==> config.mk <==
export PLATFORM = sky130hd
export DESIGN_NAME = dmem_port_arbiter
export DESIGN_NICKNAME = d
export VERILOG_FILES = /design/src/rtl/dmem_pkg.sv /design/src/rtl/dmem_store_align.sv /design/src/rtl/dmem_port_arbiter.sv
export SDC_FILE = /design/constraint.sdc
export NUM_CORES = 1
export LEC_CHECK = 0
export BUFFER_PORTS_ARGS = -buffer_cell sky130_fd_sc_hd__clkbuf_2
export CAP_MARGIN = 20
export CORE_MARGIN = 2
export CORE_UTILIZATION = 45
export CTS_BUF_LIST = sky130_fd_sc_hd__clkbuf_4
export CTS_CLUSTER_DIAMETER = 40
export CTS_CLUSTER_SIZE = 30
export DETAILED_ROUTE_END_ITERATION = 10
export PLACE_DENSITY = 0.89
export SYNTH_ARGS = -nofsm -noshare
export SYNTH_HDL_FRONTEND = slang
export SYNTH_HIERARCHICAL = 1
export SYNTH_SLANG_ARGS = --single-unit
export TNS_END_PERCENT = 5
==> constraint.sdc <==
create_clock -name clk -period 5.15 [get_ports clk]
set_clock_uncertainty 0.1 [all_clocks]
set_input_delay 1.2875 -clock clk [delete_from_list [all_inputs] [get_ports clk]]
set_output_delay 1.2875 -clock clk [all_outputs]
set_load 0.02 [all_outputs]
==> src/rtl/dmem_pkg.sv <==
// ---------------------------------------------------------------------------
// dmem_pkg
// Shared types for the data-memory port arbiter.
//   owner_e    : which requester issued an access (core MEM stage or host).
//   mem_size_e : core access size encoding (2'b11 is handled as a word).
//   rd_tag_t   : per-load tracking record carried down the read-return pipe.
// ---------------------------------------------------------------------------
package dmem_pkg;

   typedef enum logic {
      OWN_CORE = 1'b0,
      OWN_HOST = 1'b1
   } owner_e;

   typedef enum logic [1:0] {
      SZ_B = 2'b00,
      SZ_H = 2'b01,
      SZ_W = 2'b10
   } mem_size_e;

   typedef struct packed {
      logic   valid;
      owner_e owner;
      logic   misalign;
   } rd_tag_t;

endpackage : dmem_pkg

==> src/rtl/dmem_store_align.sv <==
// ---------------------------------------------------------------------------
// dmem_store_align
// Purely combinational store-lane alignment for core accesses.
// Ports:
//   i_size     : access size (00 byte, 01 half, 10/11 word)
//   i_addr_lo  : byte offset within the word (addr[1:0])
//   i_wdata    : right-justified store data
//   o_we       : byte-lane write enables for an aligned store
//   o_wdata    : store data replicated across the lanes
//   o_misalign : access does not fall on its natural boundary
// ---------------------------------------------------------------------------
module dmem_store_align
   import dmem_pkg::*;
(
   input  logic [1:0]  i_size,
   input  logic [1:0]  i_addr_lo,
   input  logic [31:0] i_wdata,
   output logic [3:0]  o_we,
   output logic [31:0] o_wdata,
   output logic        o_misalign
);

   always_comb begin
      // NOTE: every output gets a default before the case so no path leaves
      // a value unassigned, which would otherwise infer a latch.
      o_we       = 4'b1111;
      o_wdata    = i_wdata;
      o_misalign = 1'b0;
      case (i_size)
         SZ_B: begin
            o_we    = 4'b0001 << i_addr_lo;
            o_wdata = {4{i_wdata[7:0]}};
         end
         SZ_H: begin
            o_we       = 4'b0011 << {i_addr_lo[1], 1'b0};
            o_wdata    = {2{i_wdata[15:0]}};
            o_misalign = i_addr_lo[0];
         end
         default: begin
            // word and the reserved 2'b11 encoding
            o_we       = 4'b1111;
            o_wdata    = i_wdata;
            o_misalign = |i_addr_lo;
         end
      endcase
   end

endmodule : dmem_store_align

==> src/rtl/dmem_port_arbiter.sv <==
// ---------------------------------------------------------------------------
// dmem_port_arbiter
// Shares the single-port data BRAM between the core MEM stage and the host
// loader/debug port. One access is issued per cycle; load results are routed
// back to their originator RD_LAT cycles after the grant.
// Ports:
//   clk, rst_n           : clock, synchronous active-low reset
//   core_req/we/size/addr/wdata -> core_gnt, core_rvalid, core_rdata,
//                           core_misalign (suppressed misaligned access)
//   host_req/we/be/addr/wdata   -> host_gnt, host_rvalid, host_rdata
//   mem_we, mem_addr, mem_wdata : BRAM request side (word address)
//   mem_rdata            : BRAM read data, RD_LAT cycles after the address
// ---------------------------------------------------------------------------
module dmem_port_arbiter
   import dmem_pkg::*;
#(
   parameter int ADDR_W = 10,
   parameter int RD_LAT = 1
)(
   input  logic              clk,
   input  logic              rst_n,
   input  logic              core_req,
   input  logic              core_we,
   input  logic [1:0]        core_size,
   input  logic [31:0]       core_addr,
   input  logic [31:0]       core_wdata,
   output logic              core_gnt,
   output logic              core_rvalid,
   output logic [31:0]       core_rdata,
   output logic              core_misalign,
   input  logic              host_req,
   input  logic              host_we,
   input  logic [3:0]        host_be,
   input  logic [31:0]       host_addr,
   input  logic [31:0]       host_wdata,
   output logic              host_gnt,
   output logic              host_rvalid,
   output logic [31:0]       host_rdata,
   output logic [3:0]        mem_we,
   output logic [ADDR_W-1:0] mem_addr,
   output logic [31:0]       mem_wdata,
   input  logic [31:0]       mem_rdata
);

   // ------------------------------------------------------------------
   // Arbitration: r_last_owner records who won last; on contention the
   // other side wins. Reset value HOST means core is favoured first.
   // Grants are gated by rst_n so nothing issues while reset is held.
   // ------------------------------------------------------------------
   owner_e r_last_owner;
   logic   w_core_gnt;
   logic   w_host_gnt;

   assign w_core_gnt = rst_n & core_req & (~host_req | (r_last_owner == OWN_HOST));
   assign w_host_gnt = rst_n & host_req & ~w_core_gnt;

   always_ff @(posedge clk) begin
      // NOTE: sequential state uses non-blocking assignments so every
      // register samples pre-edge values regardless of statement order.
      if (!rst_n)          r_last_owner <= OWN_HOST;
      else if (w_core_gnt) r_last_owner <= OWN_CORE;
      else if (w_host_gnt) r_last_owner <= OWN_HOST;
   end

   // ------------------------------------------------------------------
   // Core store alignment
   // ------------------------------------------------------------------
   logic [3:0]  w_align_we;
   logic [31:0] w_align_wdata;
   logic        w_align_mis;

   dmem_store_align u_store_align (
      .i_size     (core_size),
      .i_addr_lo  (core_addr[1:0]),
      .i_wdata    (core_wdata),
      .o_we       (w_align_we),
      .o_wdata    (w_align_wdata),
      .o_misalign (w_align_mis)
   );

   // ------------------------------------------------------------------
   // Issue mux. Address and write data hold their last issued value when
   // no access is granted.
   // ------------------------------------------------------------------
   logic [ADDR_W-1:0] r_mem_addr;
   logic [31:0]       r_mem_wdata;
   logic [ADDR_W-1:0] w_issue_addr;
   logic [31:0]       w_issue_wdata;
   logic [3:0]        w_issue_we;
   rd_tag_t           w_issue_tag;

   always_comb begin
      w_issue_addr  = r_mem_addr;
      w_issue_wdata = r_mem_wdata;
      w_issue_we    = 4'b0000;
      w_issue_tag   = '0;
      if (w_core_gnt) begin
         w_issue_addr = core_addr[ADDR_W+1:2];
         if (core_we) begin
            w_issue_wdata = w_align_wdata;
            w_issue_we    = w_align_mis ? 4'b0000 : w_align_we;
         end else begin
            w_issue_tag = '{valid: 1'b1, owner: OWN_CORE, misalign: w_align_mis};
         end
      end else if (w_host_gnt) begin
         w_issue_addr = host_addr[ADDR_W+1:2];
         if (host_we) begin
            w_issue_wdata = host_wdata;
            w_issue_we    = host_be;
         end else begin
            w_issue_tag = '{valid: 1'b1, owner: OWN_HOST, misalign: 1'b0};
         end
      end
   end

   always_ff @(posedge clk) begin
      if (!rst_n) begin
         r_mem_addr  <= '0;
         r_mem_wdata <= '0;
      end else begin
         r_mem_addr  <= w_issue_addr;
         r_mem_wdata <= w_issue_wdata;
      end
   end

   assign mem_we        = w_issue_we;
   assign mem_addr      = rst_n ? w_issue_addr  : '0;
   assign mem_wdata     = rst_n ? w_issue_wdata : '0;
   assign core_gnt      = w_core_gnt;
   assign host_gnt      = w_host_gnt;
   assign core_misalign = w_core_gnt & w_align_mis;

   // ------------------------------------------------------------------
   // Read-return tracking: one tag per issued load, aligned with the
   // BRAM latency so the last stage lines up with mem_rdata.
   // ------------------------------------------------------------------
   rd_tag_t r_tag [RD_LAT];

   always_ff @(posedge clk) begin
      // NOTE: the tag stages are reset (not left as plain storage) because
      // stale valid bits would emit rvalids for loads issued before reset.
      if (!rst_n) begin
         for (int i = 0; i < RD_LAT; i++) r_tag[i] <= '0;
      end else begin
         r_tag[0] <= w_issue_tag;
         for (int i = 1; i < RD_LAT; i++) r_tag[i] <= r_tag[i-1];
      end
   end

   rd_tag_t     w_ret;
   logic        w_core_ret;
   logic        w_host_ret;
   logic [31:0] w_core_ret_data;
   logic [31:0] r_core_rdata;
   logic [31:0] r_host_rdata;

   assign w_ret           = r_tag[RD_LAT-1];
   assign w_core_ret      = rst_n & w_ret.valid & (w_ret.owner == OWN_CORE);
   assign w_host_ret      = rst_n & w_ret.valid & (w_ret.owner == OWN_HOST);
   // A suppressed (misaligned) load still completes, but with zero data.
   assign w_core_ret_data = w_ret.misalign ? 32'h0 : mem_rdata;

   always_ff @(posedge clk) begin
      if (!rst_n) begin
         r_core_rdata <= '0;
         r_host_rdata <= '0;
      end else begin
         if (w_core_ret) r_core_rdata <= w_core_ret_data;
         if (w_host_ret) r_host_rdata <= mem_rdata;
      end
   end

   assign core_rvalid = w_core_ret;
   assign host_rvalid = w_host_ret;
   assign core_rdata  = !rst_n ? 32'h0 : (w_core_ret ? w_core_ret_data : r_core_rdata);
   assign host_rdata  = !rst_n ? 32'h0 : (w_host_ret ? mem_rdata       : r_host_rdata);

   // Address bits outside the BRAM word range are intentionally ignored.
   logic w_unused;
   assign w_unused = ^{core_addr[31:ADDR_W+2], host_addr[31:ADDR_W+2], host_addr[1:0]};

endmodule : dmem_port_arbiter

# Yosys cells after proc, flatten, opt, wreduce, memory -nomap -nowiden
# Memory sizes are Yosys's and may differ from the RTL's.
# Cells that the tools add are included.
[word_totals]
register_bits = 107
mem_bits_rw = 3
out_inout_bits = 115
word_cells = 56
n_memories = 1
[classes]
n_eq_ne = 1
shifts = 2
n_mux = 31
n_bitwise = 12
reduce_logical = 4
[mem_list]
columns = ["memory", "depth", "width", "read_ports", "rd_clocked_by_memory_dff", "wr", "line", "text"]
rows = [
  ["r_tag", 1, 3, 1, 0, 1, "dmem_port_arbiter.sv:137", "rd_tag_t r_tag [RD_LAT];"],
]
[op_table]
columns = ["cell", "count"]
rows = [
  ["32-bit two-way mux", 10],
  ["32-bit one-hot mux with 2 select lines", 1],
  ["10-bit two-way mux", 3],
  ["4-bit two-way mux", 5],
  ["3-bit two-way mux", 5],
  ["1-bit bitwise AND", 8],
  ["4-bit one-hot mux with 2 select lines", 1],
  ["1-bit two-way mux", 5],
  ["1-bit by 2-bit left shift with 4-bit output (first input constant)", 1],
  ["2-bit by 2-bit left shift with 4-bit output (first input constant)", 1],
  ["1-bit inverter", 3],
  ["3-bit OR reduction", 1],
  ["2-bit by 1-bit equality test with 1-bit output (second input constant)", 1],
  ["2-bit logical NOT", 1],
  ["1-bit one-hot mux with 2 select lines", 1],
  ["2-bit nonzero test", 1],
  ["2-bit OR reduction", 1],
  ["1-bit OR", 1],
]

# Longest topological paths before layout
# Gate-level depths: netlist (run 1).
[logic_depth]
word_depth = 8
ltp_mapped = 6

# Hierarchy
# The synthesis (run 1) kept the hierarchy.
[by_module_without_submodules]
columns = ["module", "instances", "cells_per_inst", "area_per_inst_um2", "seq_area_each_um2"]
rows = [
  ["dmem_port_arbiter", 1, 541, 4718.3, 2202.1],
  ["dmem_store_align", 1, 63, 523.0, 0.0],
]

# Worst setup path before layout (run 1)
# Ideal clock, no wire load.
[synth_timing]
kind = "input port to output port"
start = "in core_req"
end = "out mem_wdata[0]"
t_arrival_ps = 3235
path_slack_ps = 528
stages = 5
n_path_buf = 2
cell_sequence = "buf_2 a21bo_1 buf_2 o22a_4 a2111oi_0"
[synth_via]
elab_chain_len = 7
[synth_lines]
columns = ["element", "line", "text"]
rows = [
  ["start, declared", "dmem_port_arbiter.sv:22", "input logic core_req,"],
  ["1-bit bitwise AND * (2 in a row)", "dmem_port_arbiter.sv:54", "assign w_core_gnt = rst_n & core_req & (~host_req | (r_last_owner == OWN_HOST));"],
  ["1-bit inverter", "dmem_port_arbiter.sv:55", "assign w_host_gnt = rst_n & host_req & ~w_core_gnt;"],
  ["1-bit bitwise AND", "dmem_port_arbiter.sv:55", ""],
  ["32-bit two-way mux", "dmem_port_arbiter.sv:105", "end else if (w_host_gnt) begin"],
  ["32-bit two-way mux *", "dmem_port_arbiter.sv:97", "if (w_core_gnt) begin"],
  ["32-bit two-way mux *", "n/a", ""],
  ["end, declared", "dmem_port_arbiter.sv:41", "output logic [31:0] mem_wdata,"],
]
# Every way passes the cells marked *; elsewhere a longest branch is shown, timed or not.

# Final worst setup path (run 1)
[layout_timing]
start = "in host_req"
end = "out mem_wdata[31]"
[layout_via]
elab_chain_len = 8
word_cells_on_any_way = 9
cone_classes = "mux: 3; bitwise: 6"
[layout_lines]
columns = ["element", "line", "text"]
rows = [
  ["start, declared", "dmem_port_arbiter.sv:31", "input logic host_req,"],
  ["1-bit inverter", "dmem_port_arbiter.sv:54", ""],
  ["1-bit OR", "dmem_port_arbiter.sv:54", ""],
  ["1-bit bitwise AND", "dmem_port_arbiter.sv:54", ""],
  ["1-bit inverter", "dmem_port_arbiter.sv:55", ""],
  ["1-bit bitwise AND", "dmem_port_arbiter.sv:55", ""],
  ["32-bit two-way mux", "dmem_port_arbiter.sv:105", ""],
  ["32-bit two-way mux *", "dmem_port_arbiter.sv:97", ""],
  ["32-bit two-way mux *", "n/a", ""],
]
# Marks and branches as above.

==> results of run 1 <==
[logic make-up after synthesis]
family                 synth area share [%]
multiplexers                          6.493
flip-flops                            42.01
AND/OR/NAND/NOR                       21.29
buffers and inverters                 9.023
AO/OA/AOI/OAI                         21.17
[registers in the layout (all words and copies together), names as in the netlist]
| name | cells |
|---|---|
| r_core_rdata | 32 |
| r_host_rdata | 32 |
| r_mem_wdata | 32 |
| r_mem_addr | 10 |
| r_tag | 3 |
| r_last_owner | 1 |
[placed cells by master (no fill, tap or decap), types with 8 or more instances in the layout]
cell,netlist,layout
a2111oi_2,30,30
a21oi_1,33,33
buf_4,9,15
clkbuf_2,0,244
clkbuf_4,0,11
dfxtp_1,110,110
inv_1,35,35
mux2_2,16,16
mux2i_1,16,16
nand2_1,108,108
nand3b_1,33,33
nor3_1,35,35
nor4_1,33,33
o21ai_0,41,41
o311a_1,8,8
[stage by stage]
stage / power, mW / cells / util [%]
floorplan: 1.160 / 604 / -
global placement: 1.283 / 942 / 56.73
detailed placement: 1.290 / 942 / 56.73
CTS: 1.731 / 958 / 57.95
global route: 1.795 / 959 / 57.97
finish: 1.718 / 959 / 57.97
[worst max-delay path by stage]
stage	slack [ps]	from	end
finish	620	host_req	mem_wdata[31]
global route	590	host_req	mem_wdata[31]
CTS	660	host_req	mem_wdata[31]
detailed placement	680	host_req	mem_wdata[31]
global placement	720	host_req	mem_wdata[31]
floorplan	530	core_req	mem_wdata[0]
[cell usage after synthesis]
master / n / area (um2)
and2b_1: 1 / 7.510
a211oi_1: 2 / 15.01
nor2_1: 5 / 18.77
nor2_4: 1 / 11.26
o32ai_1: 1 / 8.760
inv_1: 35 / 131.4
nand2_1: 108 / 405.4
nand3_1: 1 / 5.000
mux2_2: 16 / 180.2
o21ai_1: 2 / 10.01
o22ai_1: 2 / 12.51
a21oi_1: 33 / 165.2
nor3_1: 35 / 175.2
nor4_1: 33 / 206.5
and3_1: 1 / 6.260
buf_1: 1 / 3.750
buf_4: 9 / 67.56
dfxtp_1: 110 / 2202
a21bo_1: 1 / 10.01
mux2i_1: 16 / 160.2
nor3b_1: 1 / 7.510
nand3b_1: 33 / 247.7
a22o_1: 4 / 35.03
o22a_4: 1 / 17.52
o21bai_1: 4 / 30.03
a2111oi_0: 2 / 17.52
inv_2: 2 / 7.510
nor2b_1: 4 / 25.02
o311a_1: 8 / 80.08
clkbuf_1: 40 / 150.1
buf_6: 6 / 67.56
a2111oi_2: 30 / 450.4
buf_2: 9 / 45.04
o21ai_2: 6 / 52.55
o21ai_0: 41 / 205.2
[worst max-delay path, stage by stage]
cell and delay [ps]:
clkbuf_2 180, a21bo_1 240, o22a_4 410, a2111oi_0 700
clkbuf_2 280
[power breakdown]
group,switching (mW),internal [mW]
Combinational,0.227,0.143
Sequential,0.0127,0.892
Clock,0.282,0.161
[metal layers]
metal  track usage [%]  up-vias  share of wire [%]
met1             29.79     2437                 40
met5                 0        -                  0
met2             41.29      239                 49
met3             6.369       48                7.7
li1                  -     2554                  -
met4             11.03        0                3.3
[cell type report]
cell class,instances,area (um2)
Sequential cell,110,2202
Inverter,37,140.1
Antenna cell,1,2.502
Clock buffer,11,82.58
Fill cell,1048,4778
Clock inverter,5,56.30
Tap cell,143,178.9
Multi-Input combinational cell,392,2575
Timing Repair Buffer,260,1354
==> results by group, run 1 <==
Route
  – Antenna Violating Nets Remaining: 0
  – Initial DRC Count: 286
  – WL/cell: 16.47 um
  – # DRC: 0
  – Routed Wire Length: 15,790 um
  – Via count: 5,278
  – Vias per std cell: 5.504
  – DRT Pass-1 Iters: 5

Timing
  – Fmax: 220.7 MHz
  – Count of final hold-check violations: 0
  – Final min period: 4531 ps
  – Max Slew Vio Count: 0
  – Final setup fails: 0
  – Final WS setup: 619.2 ps
  – Post-Route Setup TNS: 0 ps
  – Worst slew pin tran: 916.9 ps
  – Hold_ws: 369.9 ps
  – RSZ-0062 raised after global routing: false
  – Relative slew slack: 38.79%
  – Period Utilization, post-route: 87.98%

Layout
  – Area grow syn2layout: 25.76%
  – Final net count: 982
  – Share of layout cells above drive strength 1: 40.86%
  – Design Area, Final: 0.006591 mm2

Worst setup path
  – Crit end category: output pin
  – Required @ worst endpoint: 3760 ps
  – Worst R2R Path Depth: 3
  – CP Launch Type: input pin
  – Crit Reg-Reg Startpoint: r_last_owner
  – R2R Path End: r_mem_wdata[31]
  – Data arrival, critical path: 3140 ps
  – Reg2reg setup slack: 3140 ps
  – Worst-path fanout max: 32
  – Setup Crit Path Kind: in -> out

Floorplanning
  – Die area: 0.01253 mm2
  – Initial Utilization: 46.10%
  – Die W: 111.9 um
  – Core area: 0.01137 mm2
  – Top Ports: 287
  – Row count: 39
  – Die Ht: 111.9 um

GRT
  – First-pass GRT wire length: 24,850 um
  – Initial antenna violation count: 1
  – GRT overflow: 0
  – Vias in the first global route: 5,129
  – Largest net degree at the start of global routing: 36
  – All-Layer GR Usage: 24.64%

Hold path
  – Beginning of the worst hold path: r_core_rdata[7]
  – Worst Hold Path EP: r_core_rdata[7]
  – Worst hold path class: reg -> reg
  – Hold Path Stages: 2

Power
  – Static Leak: 2.856 nW
  – P per Cell Area: 260.6 mW/mm2
  – Peak VDD IR: 0.1995 mV

Placement
  – Post-Place Worst Slack: 680.9 ps
  – DP Area: 0.006450 mm2
  – IO buf count: 244
  – DP Wirelength: 11,420 um
  – Final RePlAce weighted congestion: 0.8694

Clock tree
  – Clock sinks: 110
  – Reg clk slew, reported paths: 140 ps
  – Max Buffers Root-to-Sink: 2
  – Clk_lat worst skew: 470 ps
  – CTS tree: built
  – Post CTS Setup Buffer Count: 0
  – Htree depth: 3
  – CTS Buf Count: 9
  – Root Driver: clkbuf_4
  – Post-CTS sizing: 0
  – CTS hold repair buffers: 0

Synthesis
  – Syn Inst Count: 604
  – Yosys Warn Count: 6
  – Yosys reg bits: 110
  – Post-synthesis sequential area ratio: 42.01%
  – Post-Syn Nets: 776
  – Count of different cell masters after synthesis: 35
  – Synthesized area: 0.005241 mm2
  – Mapped Avg Cell Area: 8.678 um2

Run
  – Maxcap violations: 0

Run status
  – Status: finished, final reports clean
Note: power is estimated with default switching activity, not from simulation.
==> run 2: changes to the inputs <==
--- a/config.mk
+++ b/config.mk
@@ -14,8 +14,8 @@
 export CTS_CLUSTER_SIZE = 30
 export DETAILED_ROUTE_END_ITERATION = 10
 export PLACE_DENSITY = 0.89
+export RECOVER_POWER = 50
 export SYNTH_ARGS = -nofsm -noshare
 export SYNTH_HDL_FRONTEND = slang
-export SYNTH_HIERARCHICAL = 1
 export SYNTH_SLANG_ARGS = --single-unit
 export TNS_END_PERCENT = 5
==> run 2 against run 1 <==
Against the previous run:
- sequential power barely moved
- non-clock buffer count fell by 10
- sequential cell count did not move
- synthesized cell count fell by 4.1%
- combinational power fell by 10%
- register-to-register slack improved by 70 ps
- clock power fell by 7.4%
- count of clock-buffer cells in the layout fell by 1
- final cell count fell by 2.5%
- largest power group unchanged
- highest routed layer unchanged
==> results by group, run 2 <==
Run status
  – Status: finished, final reports clean

Synthesis
  – Yosys reg bits: 110 (unchanged)
  – Count of different cell masters after synthesis: 45 (+29%)
  – Synthesized area: 0.005159 mm2 (-1.6%)
  – Post-Syn Nets: 751 (-3.2%)
  – Post-synthesis sequential area ratio: 42.69% (+0.67 points)
  – Synth top cells by count: nand2_1 (130), dfxtp_1 (110), o21ai_0 (42)
  – Top post-synthesis cells by area: dfxtp_1 (43%), nand2_1 (9.5%), mux2i_1 (5.0%)
  – Async S/R FF share, synth: 0% (unchanged)
  – Post-synth top area cell: dfxtp_1
  – Yosys Warn Count: 0 (-6)
  – Post-synth EDFFs: 0 (unchanged)
  – Main synth FF type: dfxtp_1
  – Mapped Avg Cell Area: 8.910 um2 (+2.7%)
  – Count leader, synth: nand2_1
  – Syn Inst Count: 579 (-4.1%)
  – Fraction of synthesized cell area taken by the top area cell type: 42.69% (+0.67 points)

Layout
  – Share of layout cells above drive strength 1: 35.35% (-5.5 points)
  – Final net count: 959 (-2.3%)
  – Commonest non-fill, non-tap cell in the layout: clkbuf_2
  – Design Area, Final: 0.006411 mm2 (-2.7%)
  – Diodes inserted: 0 (-1)
  – Largest regs: r_core_rdata: 32 flops, r_host_rdata: 32 flops, r_mem_wdata: 32 flops
  – Most frequent cells in the layout: clkbuf_2 (240), nand2_1 (131), dfxtp_1 (110), o21ai_0 (42), nand3b_1 (34)
  – Finished Layout Cells: 935 (-2.5%)
  – Area grow syn2layout: 24.28%

Timing
  – Fmax: 215.1 MHz (-2.5%)
  – Final min period: 4649 ps (+118.4 ps)
  – Relative slew slack: 36.65% (-2.1 points)
  – Count of final hold-check violations: 0 (unchanged)
  – Hold_ws: 365.9 ps (-4.030 ps)
  – Post-Route Setup TNS: 0 ps (unchanged)
  – Max Slew Vio Count: 0 (unchanged)
  – Final setup fails: 0 (unchanged)
  – Worst slew pin tran: 949.0 ps (+32.11 ps)
  – RSZ-0062 raised after global routing: false
  – Period Utilization, post-route: 90.27% (+2.3 points)

Route
  – WL/cell: 17.14 um (+4.1%)
  – Routed Wire Length: 16,030 um (+1.5%)
  – DRT Pass-1 Iters: 4 (-1)
  – Initial DRC Count: 357 (+25%)
  – Via count: 5,238 (-0.76%)
  – Antenna Violating Nets Remaining: 0 (unchanged)
  – # DRC: 0 (unchanged)
  – Vias per std cell: 5.602 (+1.8%)

GRT
  – Vias in the first global route: 5,049 (-1.6%)
  – Initial antenna violation count: 0 (-1)
  – All-Layer GR Usage: 25.17% (+0.54 points)
  – GRT overflow: 0 (unchanged)
  – First-pass GRT wire length: 25,090 um (+0.95%)
  – Largest net degree at the start of global routing: 89 (+150%)

Placement
  – DP Area: 0.006322 mm2 (-2.0%)
  – IO buf count: 244 (unchanged)
  – DP Wirelength: 11,470 um (+0.46%)
  – Placed cells: 919 (-2.4%)
  – Final RePlAce weighted congestion: 0.8329 (-4.2%)

Clock tree
  – CTS tree: built
  – Root Driver: clkbuf_4
  – Clock sinks: 110 (unchanged)
  – Max Buffers Root-to-Sink: 2 (unchanged)
  – Post CTS Setup Buffer Count: 0 (unchanged)
  – Post-CTS sizing: 0 (unchanged)
  – Clk_lat worst skew: 460 ps (about the same)
  – Reg clk slew, reported paths: 170 ps (+30 ps)
  – CTS Buf Count: 9 (unchanged)
  – Htree depth: 3 (unchanged)
  – CTS hold repair buffers: 0 (unchanged)

Worst setup path
  – Setup Crit Path Kind: in -> out
  – Data arrival, critical path: 3260 ps (+120 ps)
  – Required @ worst endpoint: 3760 ps (about the same)
  – CP Launch Type: input pin
  – Worst-path fanout max: 26 (-19%)
  – Crit end category: output pin

Floorplanning
  – Row count: 39 (unchanged)
  – Die area: 0.01234 mm2 (-1.5%)
  – Die Ht: 111.1 um (-0.76%)
  – Core area: 0.01132 mm2 (-0.43%)
  – Initial Utilization: 45.57% (-0.53 points)
  – Die W: 111.1 um (-0.76%)
  – Top Ports: 287 (unchanged)

Power
  – P_int: 1.131 mW (-5.4%)
  – Sw Ratio: 31.43% (+1.0 points)
  – Logic pwr share: 20.2% (-1.3 points)
  – Final Power: 1.649 mW (-4.0%)
  – Psw: 0.5181 mW (-0.71%)
  – Static Leak: 2.871 nW (+0.51%)
  – Peak VDD IR: 0.2400 mV (+20%)
  – Seq pwr share: 54.9% (+2.2 points)
  – Clock power frac: 24.9% (-0.9 points)
  – P per Cell Area: 257.2 mW/mm2 (-1.3%)

Run
  – Maxcap violations: 0 (unchanged)

Hold path
  – Worst hold path class: reg -> reg
[run 2: cell count changes after synthesis, moves of 14 or more]
cell / change
inv_1: -34
nor3_1: -34
nor4_1: -33
a2111oi_2: -30
a21boi_1: +29
nand2_1: +22
clkbuf_1: -18
o221ai_1: +16
a21oi_1: -15
a221oi_1: +14
[run 2: cell families after synthesis]
kind of cell | after synthesis | synth area share, %
AOI/OAI and AO/OA | 181 | 25.35
xor gates and xnor gates | 3 | 0.5094
buffers and inverters | 56 | 6.136
DFF | 110 | 42.69
muxes | 34 | 6.791
and+or+nand+nor | 195 | 18.53
[run 2: worst paths after layout]
path / from / end / slack [ps] / cells past startpoint
worst min-delay path: r_core_rdata[30] / r_core_rdata[30] / 370 / 2
worst max register to register: r_last_owner / r_mem_wdata[11] / 3210 / 6
worst max-delay path: core_req / mem_wdata[11] / 500 / 7
worst min register to register: r_core_rdata[30] / r_core_rdata[30] / 370 / 2
[run 2: per-layer routing]
layer	wire (um)	track usage, %	up-vias
met2	7957	44.01	293
li1	-	-	2512
met1	6104	28.71	2396
met4	556	10.45	0
met5	0	0	-
met3	1407	7.436	37
[run 2: critical path, stage by stage]
cell	delay, ps
clkbuf_1	540
and2_4	360
nand2_1	140
inv_4	280
a221oi_1	80
a211oi_1	320
clkbuf_2	240
[run 2: area by class of cell]
cell class / instances / area (um2)
Fill cell: 1044 / 4910
Inverter: 3 / 18.77
Sequential cell: 110 / 2202
Clock inverter: 6 / 46.29
Clock buffer: 10 / 75.07
Tap cell: 143 / 178.9
Timing Repair Buffer: 250 / 1277
Multi-Input combinational cell: 413 / 2613
[run 2: through the flow]
stage / utilization (%) / setup slack [ps]
after floorplan: - / 1211
after global placement: 55.85 / 594.4
after detailed placement: 55.85 / 531.8
after CTS: 56.92 / 521.2
after global routing: 56.63 / 317.4
final: 56.63 / 500.8
[run 2: power by group through the flow]
stage	clock network [mW]	logic [mW]	registers [mW]
floorplan	0	0.214	0.917
global placement	0	0.329	0.921
detailed placement	0	0.337	0.923
CTS	0.420	0.338	0.905
global route	0.462	0.360	0.909
finish	0.410	0.333	0.905
